<file path="config.mk">
export PLATFORM = sky130hd
export DESIGN_NAME = get_module
export DESIGN_NICKNAME = d
export VERILOG_FILES = /design/src/rtl/get_module.sv
export SDC_FILE = /design/constraint.sdc
export NUM_CORES = 1
export LEC_CHECK = 0
export CORE_MARGIN = 2
export CORE_UTILIZATION = 41
export DETAILED_ROUTE_END_ITERATION = 7
export MAX_ROUTING_LAYER = met4
export PLACE_DENSITY = 0.69
export SYNTH_ARGS = -nofsm -noshare
export SYNTH_HDL_FRONTEND = slang
export SYNTH_SLANG_ARGS = --single-unit
</file>
<file path="constraint.sdc">
create_clock -name CLK -period 2.8 [get_ports CLK]
set_clock_uncertainty 0.05 [all_clocks]
set_input_delay 0.7 -clock CLK [delete_from_list [all_inputs] [get_ports CLK]]
set_output_delay 0.7 -clock CLK [all_outputs]
set_load 0.02 [all_outputs]
</file>
<file path="src/rtl/get_module.sv">
// get_module: read-side stream controller. Pops words from the input FIFO,
// which returns data one cycle after the read strobe. Words are held in a
// two-entry prefetch buffer, and the core is strobed whenever an operand is
// buffered and the downstream side is not stalled.
module get_module #(
  parameter int DATA_WIDTH = 16,
  parameter int CNT_WIDTH  = 16
) (
  input  logic                  CLK,
  input  logic                  RESET,
  input  logic                  ENABLE,
  input  logic                  EMPTY,
  input  logic [DATA_WIDTH-1:0] FIFO_DOUT,
  input  logic                  HOLD,
  output logic                  FIFO_READ_EN,
  output logic                  ENABLE_CORE,
  output logic [DATA_WIDTH-1:0] CORE_DIN,
  output logic [CNT_WIDTH-1:0]  WORD_COUNT
);

  // The state encodes the buffer occupancy directly: BUF0, BUF1 or BUF2
  // means 0, 1 or 2 words held.
  typedef enum logic [1:0] {
    BUF0 = 2'd0,
    BUF1 = 2'd1,
    BUF2 = 2'd2
  } buf_state_e;

  buf_state_e            state_q, state_d;
  logic                  pend_q, pend_d;
  logic [DATA_WIDTH-1:0] head_q, head_d;
  logic [DATA_WIDTH-1:0] tail_q, tail_d;
  logic [CNT_WIDTH-1:0]  word_count_q, word_count_d;

  logic [1:0] count_w;  // words currently buffered
  logic [1:0] kept_w;   // words still buffered after this cycle's consume
  logic [2:0] fill_w;   // buffered plus in-flight words after this cycle's consume

  // Consume/issue strobes, the capture slot and the next state.
  always_comb begin
    state_d      = state_q;
    head_d       = head_q;
    tail_d       = tail_q;
    count_w      = state_q;

    ENABLE_CORE  = ENABLE & ~HOLD & (state_q != BUF0);

    // ENABLE_CORE can only be high when count_w >= 1, so this never wraps.
    kept_w       = count_w - {1'b0, ENABLE_CORE};
    fill_w       = {1'b0, kept_w} + {2'b00, pend_q};

    // A new read is issued only if the returning word is guaranteed a free
    // slot. The strobe is gated by RESET so that nothing is issued while the
    // buffer is being cleared.
    FIFO_READ_EN = ENABLE & ~EMPTY & ~RESET & (fill_w < 3'd2);
    pend_d       = FIFO_READ_EN;

    // On a consume, the tail shifts forward into the head.
    if (ENABLE_CORE) begin
      head_d = tail_q;
    end

    // A returning word goes into the first slot that is free after the
    // consume.
    if (pend_q) begin
      if (kept_w == 2'd0) begin
        head_d = FIFO_DOUT;
      end else begin
        tail_d = FIFO_DOUT;
      end
    end

    // Occupancy changes only when exactly one of capture or consume happens.
    unique case (state_q)
      BUF0: begin
        if (pend_q) state_d = BUF1;
      end
      BUF1: begin
        if (pend_q && !ENABLE_CORE)      state_d = BUF2;
        else if (!pend_q && ENABLE_CORE) state_d = BUF0;
      end
      BUF2: begin
        if (!pend_q && ENABLE_CORE) state_d = BUF1;
      end
      default: state_d = BUF0;
    endcase

    word_count_d = word_count_q + CNT_WIDTH'(ENABLE_CORE);
  end

  // State, buffer and counter registers. Reset discards any in-flight word.
  always_ff @(posedge CLK) begin
    if (RESET) begin
      state_q      <= BUF0;
      pend_q       <= 1'b0;
      head_q       <= '0;
      tail_q       <= '0;
      word_count_q <= '0;
    end else begin
      state_q      <= state_d;
      pend_q       <= pend_d;
      head_q       <= head_d;
      tail_q       <= tail_d;
      word_count_q <= word_count_d;
    end
  end

  assign CORE_DIN   = head_q;
  assign WORD_COUNT = word_count_q;

endmodule

</file>
======== Word level (Yosys, flattened, before mapping) ========
Index checks and enable logic that the tools add are counted.
operators by class
  reduce and logical (&&, ||, !) cells .... 9
  eq/ne operators ......................... 5
  mux-type cells .......................... 8
  order comparisons ....................... 1
  bitwise gates (word level) .............. 9
  add/subtract/negate cells ............... 3
operators with widths
  cell                count
  $mux 16             3
  $add 16x1->16       1
  $mux 2              4
  $pmux 2 s3          1
  $and 1x1->1         5
  $logic_not 2->1     2
  $ne 2x2->1 const B  2
  $not 1->1           4
  $add 2x1->3         1
  $lt 3x2->1 const B  1
  $ne 3x3->1 const B  1
  $reduce_and 3->1    1
  $eq 2x1->1 const B  1
  $eq 2x2->1 const B  1
  $logic_and 1x1->1   2
  $logic_not 1->1     2
  $reduce_and 2->1    1
  $reduce_bool 2->1   1
  $sub 2x1->2         1
storage, ports and cells
  register bits ........................... 51
  logic and storage cells ................. 40
  output and inout port bits .............. 34

======== Logic depth before layout (Yosys ltp) ========
Gate-level depths: netlist of the first run.
  depth in word-level cells ............... 7
  gate-level depth with buffers ........... 10

======== Least setup slack after synthesis of the first run ========
Ideal clock, no wire load.
  path type ............................... input -> register
  from .................................... in HOLD
  to ...................................... reg word_count_q[14], in the netlist WORD_COUNT[14]
  arrival time ............................ 2.566 ns
  stages on the path ...................... 10
  path slack .............................. 0.114 ns
  required time ........................... 2.680 ns
  setup time .............................. 0.070 ns
  path through ............................ nand2b_4 > buf_6 > nor2_4 > buf_2 > and2_1 > ha_1 > and2_1 > nand2_1 > or3_1 > a21oi_1
between the ends
  longest elaborated chain between the ends .. 4
RTL lines
  element                    line  source
  start: declaration         14    input logic HOLD,
  $not 1->1                  46    ENABLE_CORE = ENABLE & ~HOLD & (state_q != BUF0);
  $and 1x1->1 (2 in series)  46
  net ENABLE_CORE            16    output logic ENABLE_CORE,
  $add 16x1->16              88    word_count_d = word_count_q + CNT_WIDTH'(ENABLE_CORE);
  end signal: assignment     104   word_count_q <= word_count_d;
  end: declaration           33    logic [CNT_WIDTH-1:0] word_count_q, word_count_d;
The timed path passes the listed nets, and every way through them passes these cells.
A chain may end at the register's enable or synchronous reset.

======== Final worst setup path of the first run ========
  from .................................... in HOLD
  to ...................................... out ENABLE_CORE
between the ends
  longest elaborated chain between the ends .. 3
RTL lines
  element                    line
  $not 1->1                  46
  $and 1x1->1 (2 in series)  46
  end: declaration           16
No other way between the ends.

==> impl_summary.txt, run 1 <==
----------------------------------------------------
[Status]
  Result of the run ... finished, final reports clean

[Drt]
  DRC viols ... 0
  Via count ... 2003
  Routed wire length ... 5.04 mm
  Pre-Repair DR Iteration Count ... 4
  Routed wirelength normalized by instance count ... 13.5 µm
  Number of DRC markers after the initial detailed-route iteration ... 153
  Ratio of routed vias to standard cells ... 5.36
  Residual antenna-violating net count after detailed routing ... 0

[Timing]
  Final cycle utilization of the critical path ... 94.9%
  Worst path setup slack after routing ... 0.143 ns
  Highest attainable clock frequency ... 376 MHz
  Total of endpoints with negative setup slack in the final report ... 0
  Total negative setup slack ... 0 ns
  Slew of the pin with the lowest slew margin ... 0.515 ns
  Setup repair after global routing missed its margin ... false
  Count of final max-slew check failures ... 0
  Minimum clock period ... 2.66 ns
  Hold Fails Final Rpt ... 0
  Max_slew headroom ... 65.7%

[Placed design]
  Weighted congestion reported at the end of routability-driven placement ... 0.761
  Area after DPL ... 2820 µm²
  Final HPWL from detailed placement ... 3.36 mm
  PortBufs ... 54
  Setup Slack @ Placement ... -0.262 ns

[Floorplanning]
  Width of the chip ... 77.0 µm
  Die Outline Area ... 5930 µm²
  Number of top-level pins ... 55
  Initial standard-cell utilization of the core ... 42.5%
  Core footprint ... 5140 µm²
  Row Count ... 26
  Vertical extent of the die ... 77.0 µm

[CTS]
  Num CTS Buffers ... 5
  CTS sink cnt ... 51
  Post CTS Setup Buffer Count ... 0
  TritonCTS clock tree ... done
  Worst skew pair latency ... 0.31 ns
  CTS H-tree lvls ... 2
  Clock-pin slew reported for the worst setup and hold paths after clock tree synthesis ... 0.09 ns
  Library cell used as clock root buffer ... clkbuf_8
  Maximum count of clock buffers along a single path ... 2

[Synth]
  Post-Synthesis Cells ... 249
  Portion of synthesized cell area occupied by the leading cell type ... 46.7%
  Count of unique library cells instantiated by Yosys ... 31
  Sequential-to-total area share from yosys stat ... 46.7%
  Dominant synthesized flop cell ... dfxtp_1
  Cell types occupying the most area after synthesis ... dfxtp_1 47%, mux2i_1 7.3%, a21oi_1 6.2%, a211oi_1 5.5%, nand3_1 4.8%
  Share of async-settable or async-resettable flops after synthesis ... 0%
  Post-synthesis cell type with the largest combined area ... dfxtp_1
  EDFF count, synth ... 0
  Warning count from the yosys run ... 0
  Register bit count reported by yosys ... 51
  Most frequent cells after synthesis ... 51 x dfxtp_1, 27 x a21oi_1, 26 x nor2_1
  Syn nets ... 271
  Cell area after synthesis ... 2190 µm²
  Post-synthesis average cell area ... 8.78 µm²
  Top-count cell post-synth ... dfxtp_1

[Global route]
  Initial antenna violation count ... 0
  Pin count of the biggest net entering global routing ... 52
  Remaining global-route overflow ... 0
  GRT Resource Usage Total ... 17.8%
  Wire length of the first global-routing pass ... 8.49 mm
  Number of global-route vias before repair ... 1806

[Worst setup path]
  Worst Setup Start Kind ... input port
  End of the worst register-to-register path ... WORD_COUNT[11]
  Endpoint arrival time on the critical path ... 1.91 ns
  Minimum setup slack among reg-to-reg paths ... 0.73 ns
  Depth of the worst register-to-register path ... 4
  Critical path capture point type ... output pin
  Startpoint of the most critical register-to-register path ... count_w[1]
  Maximum fanout along the worst path ... 4
  Type of the worst setup path ... input port to output pin
  Required time at the endpoint of the critical path ... 2.05 ns

[Layout]
  Area growth from synthesis to layout ... 32.9%
  Fraction of final layout cells sized beyond drive strength 1 ... 7.57%
  Area of all placed cells without fillers ... 2910 µm²
  Number of diodes added for antenna fixing ... 0
  Total number of nets in the final design ... 325

[Worst hold path]
  Worst min-delay path endpoint ... tail_q[9]
  Class of the tightest hold or removal check ... flop to flop
  Hold-critical path depth ... 2
  HP Start ... tail_q[9]

[Power and ir drop]
  Leakage component of the power ... 0.945 nW
  Power density cells ... 462 nW/µm²
  Max VDD drop ... 0.202 mV

[Flow run]
  Max_cap viols ... 0

----------------------------------------------------
## critical path, cell delays in order
cell and delay (ns):
clkdlybuf4s50_1 0.44, buf_4 0.15, nand2b_4 0.15, nor2_4 0.12, dlygate4sd2_1 0.34
## sequential cells by signal, indices dropped and copies added (netlist names)
signal,flops
count_w,2
pend_q,1
CORE_DIN,16
WORD_COUNT,16
tail_q,16
## report_power, final
| part | switching (W) | internal (W) | total, W | leakage (nW) |
|---|---|---|---|---|
| registers | 0.00000927 | 0.000740 | 0.000750 | 0.413 |
| logic | 0.0000788 | 0.0000719 | 0.000151 | 0.484 |
| clock network | 0.000240 | 0.000203 | 0.000443 | 0.0484 |
| total | 0.000328 | 0.00102 | 0.00134 | 0.945 |
## metal layers
metal	up-vias	share of wire, %	global-route usage [%]
met2	61	46	27.3
met4	0	0.87	5.00
met1	927	47	23.7
met3	7	5.5	4.24
met5	-	0	-
li1	1008	-	-
## through the flow
step | power, W | utilization, % | instances | hold WS (ns)
after floorplan | 0.000841 | - | 249 | 0.404
after global placement | 0.000918 | 54.8 | 366 | 0.411
after detailed placement | 0.000918 | 54.8 | 366 | 0.419
after CTS | 0.00136 | 56.6 | 374 | 0.432
after global routing | 0.00140 | 56.5 | 374 | 0.449
final | 0.00134 | 56.5 | 374 | 0.429
## layout make-up
type                            count  area, µm²
Clock buffer                        7       86.3
Clock inverter                      1       8.76
Fill cell                         501       2230
Inverter                            3       11.3
Multi-Input combinational cell    177       1080
Sequential cell                    51       1020
Tap cell                           70       87.6
Timing Repair Buffer               65        612
## kinds of logic (layout without fill, tap and decap cells)
| logic type | Yosys count | in the layout | synth area share (%) |
|---|---|---|---|
| xor gates and xnor gates | 9 | 9 | 3.61 |
| AOI/OAI and AO/OA | 71 | 71 | 18.7 |
| buffers and inverters | 21 | 76 | 4.12 |
| adders and majority gates | 1 | 1 | 0.572 |
| and+or+nand+nor | 80 | 80 | 19.0 |
| DFF | 51 | 51 | 46.7 |
| muxes | 16 | 16 | 7.33 |
## worst max-delay path by stage
stage          start              to  slack [ns]  cells after the start
2_1_floorplan   HOLD  WORD_COUNT[14]        0.11                     10
3_3_place_gp    HOLD    FIFO_READ_EN       -0.22                      5
3_5_place_dp    HOLD    FIFO_READ_EN       -0.26                      5
4_1_cts         HOLD    FIFO_READ_EN        0.04                      5
5_1_grt         HOLD    FIFO_READ_EN        0.08                      5
6_report        HOLD     ENABLE_CORE        0.14                      5
## placed cells by master (no fill, tap or decap), types with 2 or more instances in the layout
master           count
or3_1                4
nor2b_1              3
and2_1               2
nor2_1              26
nand3_1             21
dfxtp_1             51
nand4_1              4
o31ai_1              2
a21oi_1             27
xor2_1               4
and4_1               2
buf_4               11
a21o_1               2
xnor2_1              5
nor3_1               2
o21ai_1              6
o21ai_0             16
clkdlybuf4s50_1     51
nand2_1              7
a211oi_1            16
or4_1                3
nor4b_1              2
mux2i_1             16
inv_1                3
clkbuf_8             6
## what timing repair did
action | CTS | global route
resized for setup | 2 | 3
endpoints found under the setup margin | 2 | 1
hold endpoints to repair | 0 | 0
hold buffers | 0 | 0
gates cloned | 0 | 0
Note: power is estimated with default switching activity, not from simulation.
==> run 2: changes to the inputs <==
--- a/config.mk
+++ b/config.mk
@@ -13,3 +13,4 @@
 export SYNTH_ARGS = -nofsm -noshare
 export SYNTH_HDL_FRONTEND = slang
 export SYNTH_SLANG_ARGS = --single-unit
+export TNS_END_PERCENT = 50
==> results of run 2 <==
Same layout as run 1: the final DEF is identical, and so are final timing and power.
==> RTL change, RTL diff (settings of run 1) <==
`DATA_WIDTH`: 16 -> 14.
--- a/src/rtl/get_module.sv
+++ b/src/rtl/get_module.sv
@@ -3,7 +3,7 @@
 // two-entry prefetch buffer, and the core is strobed whenever an operand is
 // buffered and the downstream side is not stalled.
 module get_module #(
-  parameter int DATA_WIDTH = 16,
+  parameter int DATA_WIDTH = 14,
   parameter int CNT_WIDTH  = 16
 ) (
   input  logic                  CLK,
Ports: changed (resized CORE_DIN and FIFO_DOUT); port bits go from 55 to 51. No check against the original RTL was run, so the function may have changed too.
==> RTL change against run 1 <==
- sequential cell count fell by 4
- global-route usage grew 0.28 points
- worst setup slack worse by 0.030 ns
- area after synthesis is 7.6% lower
- count of clock-buffer cells in the layout decreased by 1
- final area decreased by 7.8%
- total power decreased by 11%
- largest cell class unchanged
- wire length down 8.9%
==> RTL change: results (changes against run 1) <==
metric,value,unit,change
largest_register_ffs,16,,
dr_wl_met2,2.178,mm,was 2.342 mm
synthTopCellsByCount,"dfxtp_1 (47), a21oi_1 (25), nor2_1 (24)",,"was dfxtp_1 (51), a21oi_1 (27), nor2_1 (26)"
synth_xor_area_share,3.901,%,was 3.606%
muxShareOfSynthArea,6.935,%,was 7.327%
io_buffer_count,50,,was 54
arrival,1.94,ns,was 1.91 ns
synth_warnings,0,,unchanged
vias,1834,,was 2003
synth_compound_area_share,18.45,%,was 18.66%
seq_area_frac_synth,46.56,%,was 46.71%
place_congestion,0.7534,,was 0.7613
synth-adder-area-share,0.6192,%,was 0.5724%
drt_first_pass_iters,4,,unchanged
wl_met1,2.134,mm,was 2.377 mm
fin_nets,302,,was 325
outcome,finished clean,,unchanged
critPathMaxFanout,4,,unchanged
grt_pass1_wl,7.617,mm,was 8.487 mm
leakage,0.0008685,µW,was 0.0009453 µW
gr-usage-all-layers,18.13,%,was 17.85%
worstMarginPinSlew,0.4848,ns,was 0.5152 ns
hpwl,3.098,mm,was 3.357 mm
insertion_delay,0.29,ns,was 0.31 ns
slowest_stage,clkdlybuf4s50_1,,unchanged
grt_pass1_vias,1699,,was 1806
met3_length,237,µm,was 278 µm
drt_iter0_markers,93,,was 153
synthesis.nets,251,,was 271
synth.area.top_cells,"dfxtp_1 (47%), mux2i_1 (6.9%), a21oi_1 (6.2%), a211oi_1 (5.2%), o21ai_0 (5.0%)",,"was dfxtp_1 (47%), mux2i_1 (7.3%), a21oi_1 (6.2%), a211oi_1 (5.5%), nand3_1 (4.8%)"
ir_drop,0.3360,mV,was 0.2020 mV
grt_max_degree,48,,was 52
==> RTL change: cell count changes after synthesis, moves of 2 or more <==
| cell | run 1 | this run |
|---|---|---|
| a21oi_1 | 27 | 25 |
| a211oi_1 | 16 | 14 |
| nor2_1 | 26 | 24 |
| dfxtp_1 | 51 | 47 |
| nand3_1 | 21 | 19 |
| clkbuf_1 | 14 | 11 |
| o21ai_0 | 16 | 20 |
| o21ai_1 | 7 | 1 |
| mux2i_1 | 16 | 14 |
==> RTL change: timing repair <==
item                                    CTS  global route
endpoints found under the setup margin    2             1
cloned                                    0             0
resized for setup                         2             3
setup buffers                             0             0
==> RTL change: path summary, 6_finish.rpt <==
| check | slack [ns] | from | end |
|---|---|---|---|
| worst max-delay path | 0.11 | HOLD | ENABLE_CORE |
| worst min-delay path | 0.43 | WORD_COUNT[15] | WORD_COUNT[15] |
| worst max register to register | 0.78 | WORD_COUNT[3] | WORD_COUNT[11] |
| worst min register to register | 0.43 | WORD_COUNT[15] | WORD_COUNT[15] |
==> RTL change: power by group <==
| group | switching [µW] | leakage, µW | internal [µW] | total (µW) |
|---|---|---|---|---|
| Combinational | 70.7 | 0.000451 | 64.1 | 135 |
| Clock | 206 | 0.0000371 | 167 | 372 |
| Sequential | 8.64 | 0.000381 | 682 | 690 |
| Total | 285 | 0.000868 | 913 | 1200 |
==> RTL change: metal layers <==
layer,global-route usage (%),vias up
met5,-,-
met4,4.848,0
met3,4.607,5
met2,28.97,41
met1,22.86,856
li1,-,932
==> RTL change: area by class of cell <==
class / instances / area, µm²
timing repair buffer: 60 / 569.3
inverter: 3 / 11.26
tap: 67 / 83.83
fill: 438 / 2044
multi-input combinational: 165 / 1001
clock buffer: 6 / 72.57
sequential: 47 / 940.9
==> RTL change: logic make-up after synthesis <==
logic type      count (synthesis)
flops                          47
mux                            14
simple gates                   76
xor+xnor                        9
buf+inv                        19
fa+ha+maj                       1
compound gates                 65
==> RTL change: per-stage QoR <==
stage | area (µm²) | std cells | worst slack, ns
after floorplan | 2021 | 231 | 0.03189
after global placement | 2613 | 342 | -0.2333
after detailed placement | 2613 | 342 | -0.2593
after CTS | 2683 | 348 | 0.04269
after global routing | 2679 | 348 | 0.03248
final | 2679 | 348 | 0.1122
==> RTL change: worst register-to-register path, delay by kind of cell, from the launching register on <==
family	cells	cell delay, ns
AOI/OAI and AO/OA	1	0.14
DFF	1	0.46
and+or+nand+nor	3	1.30
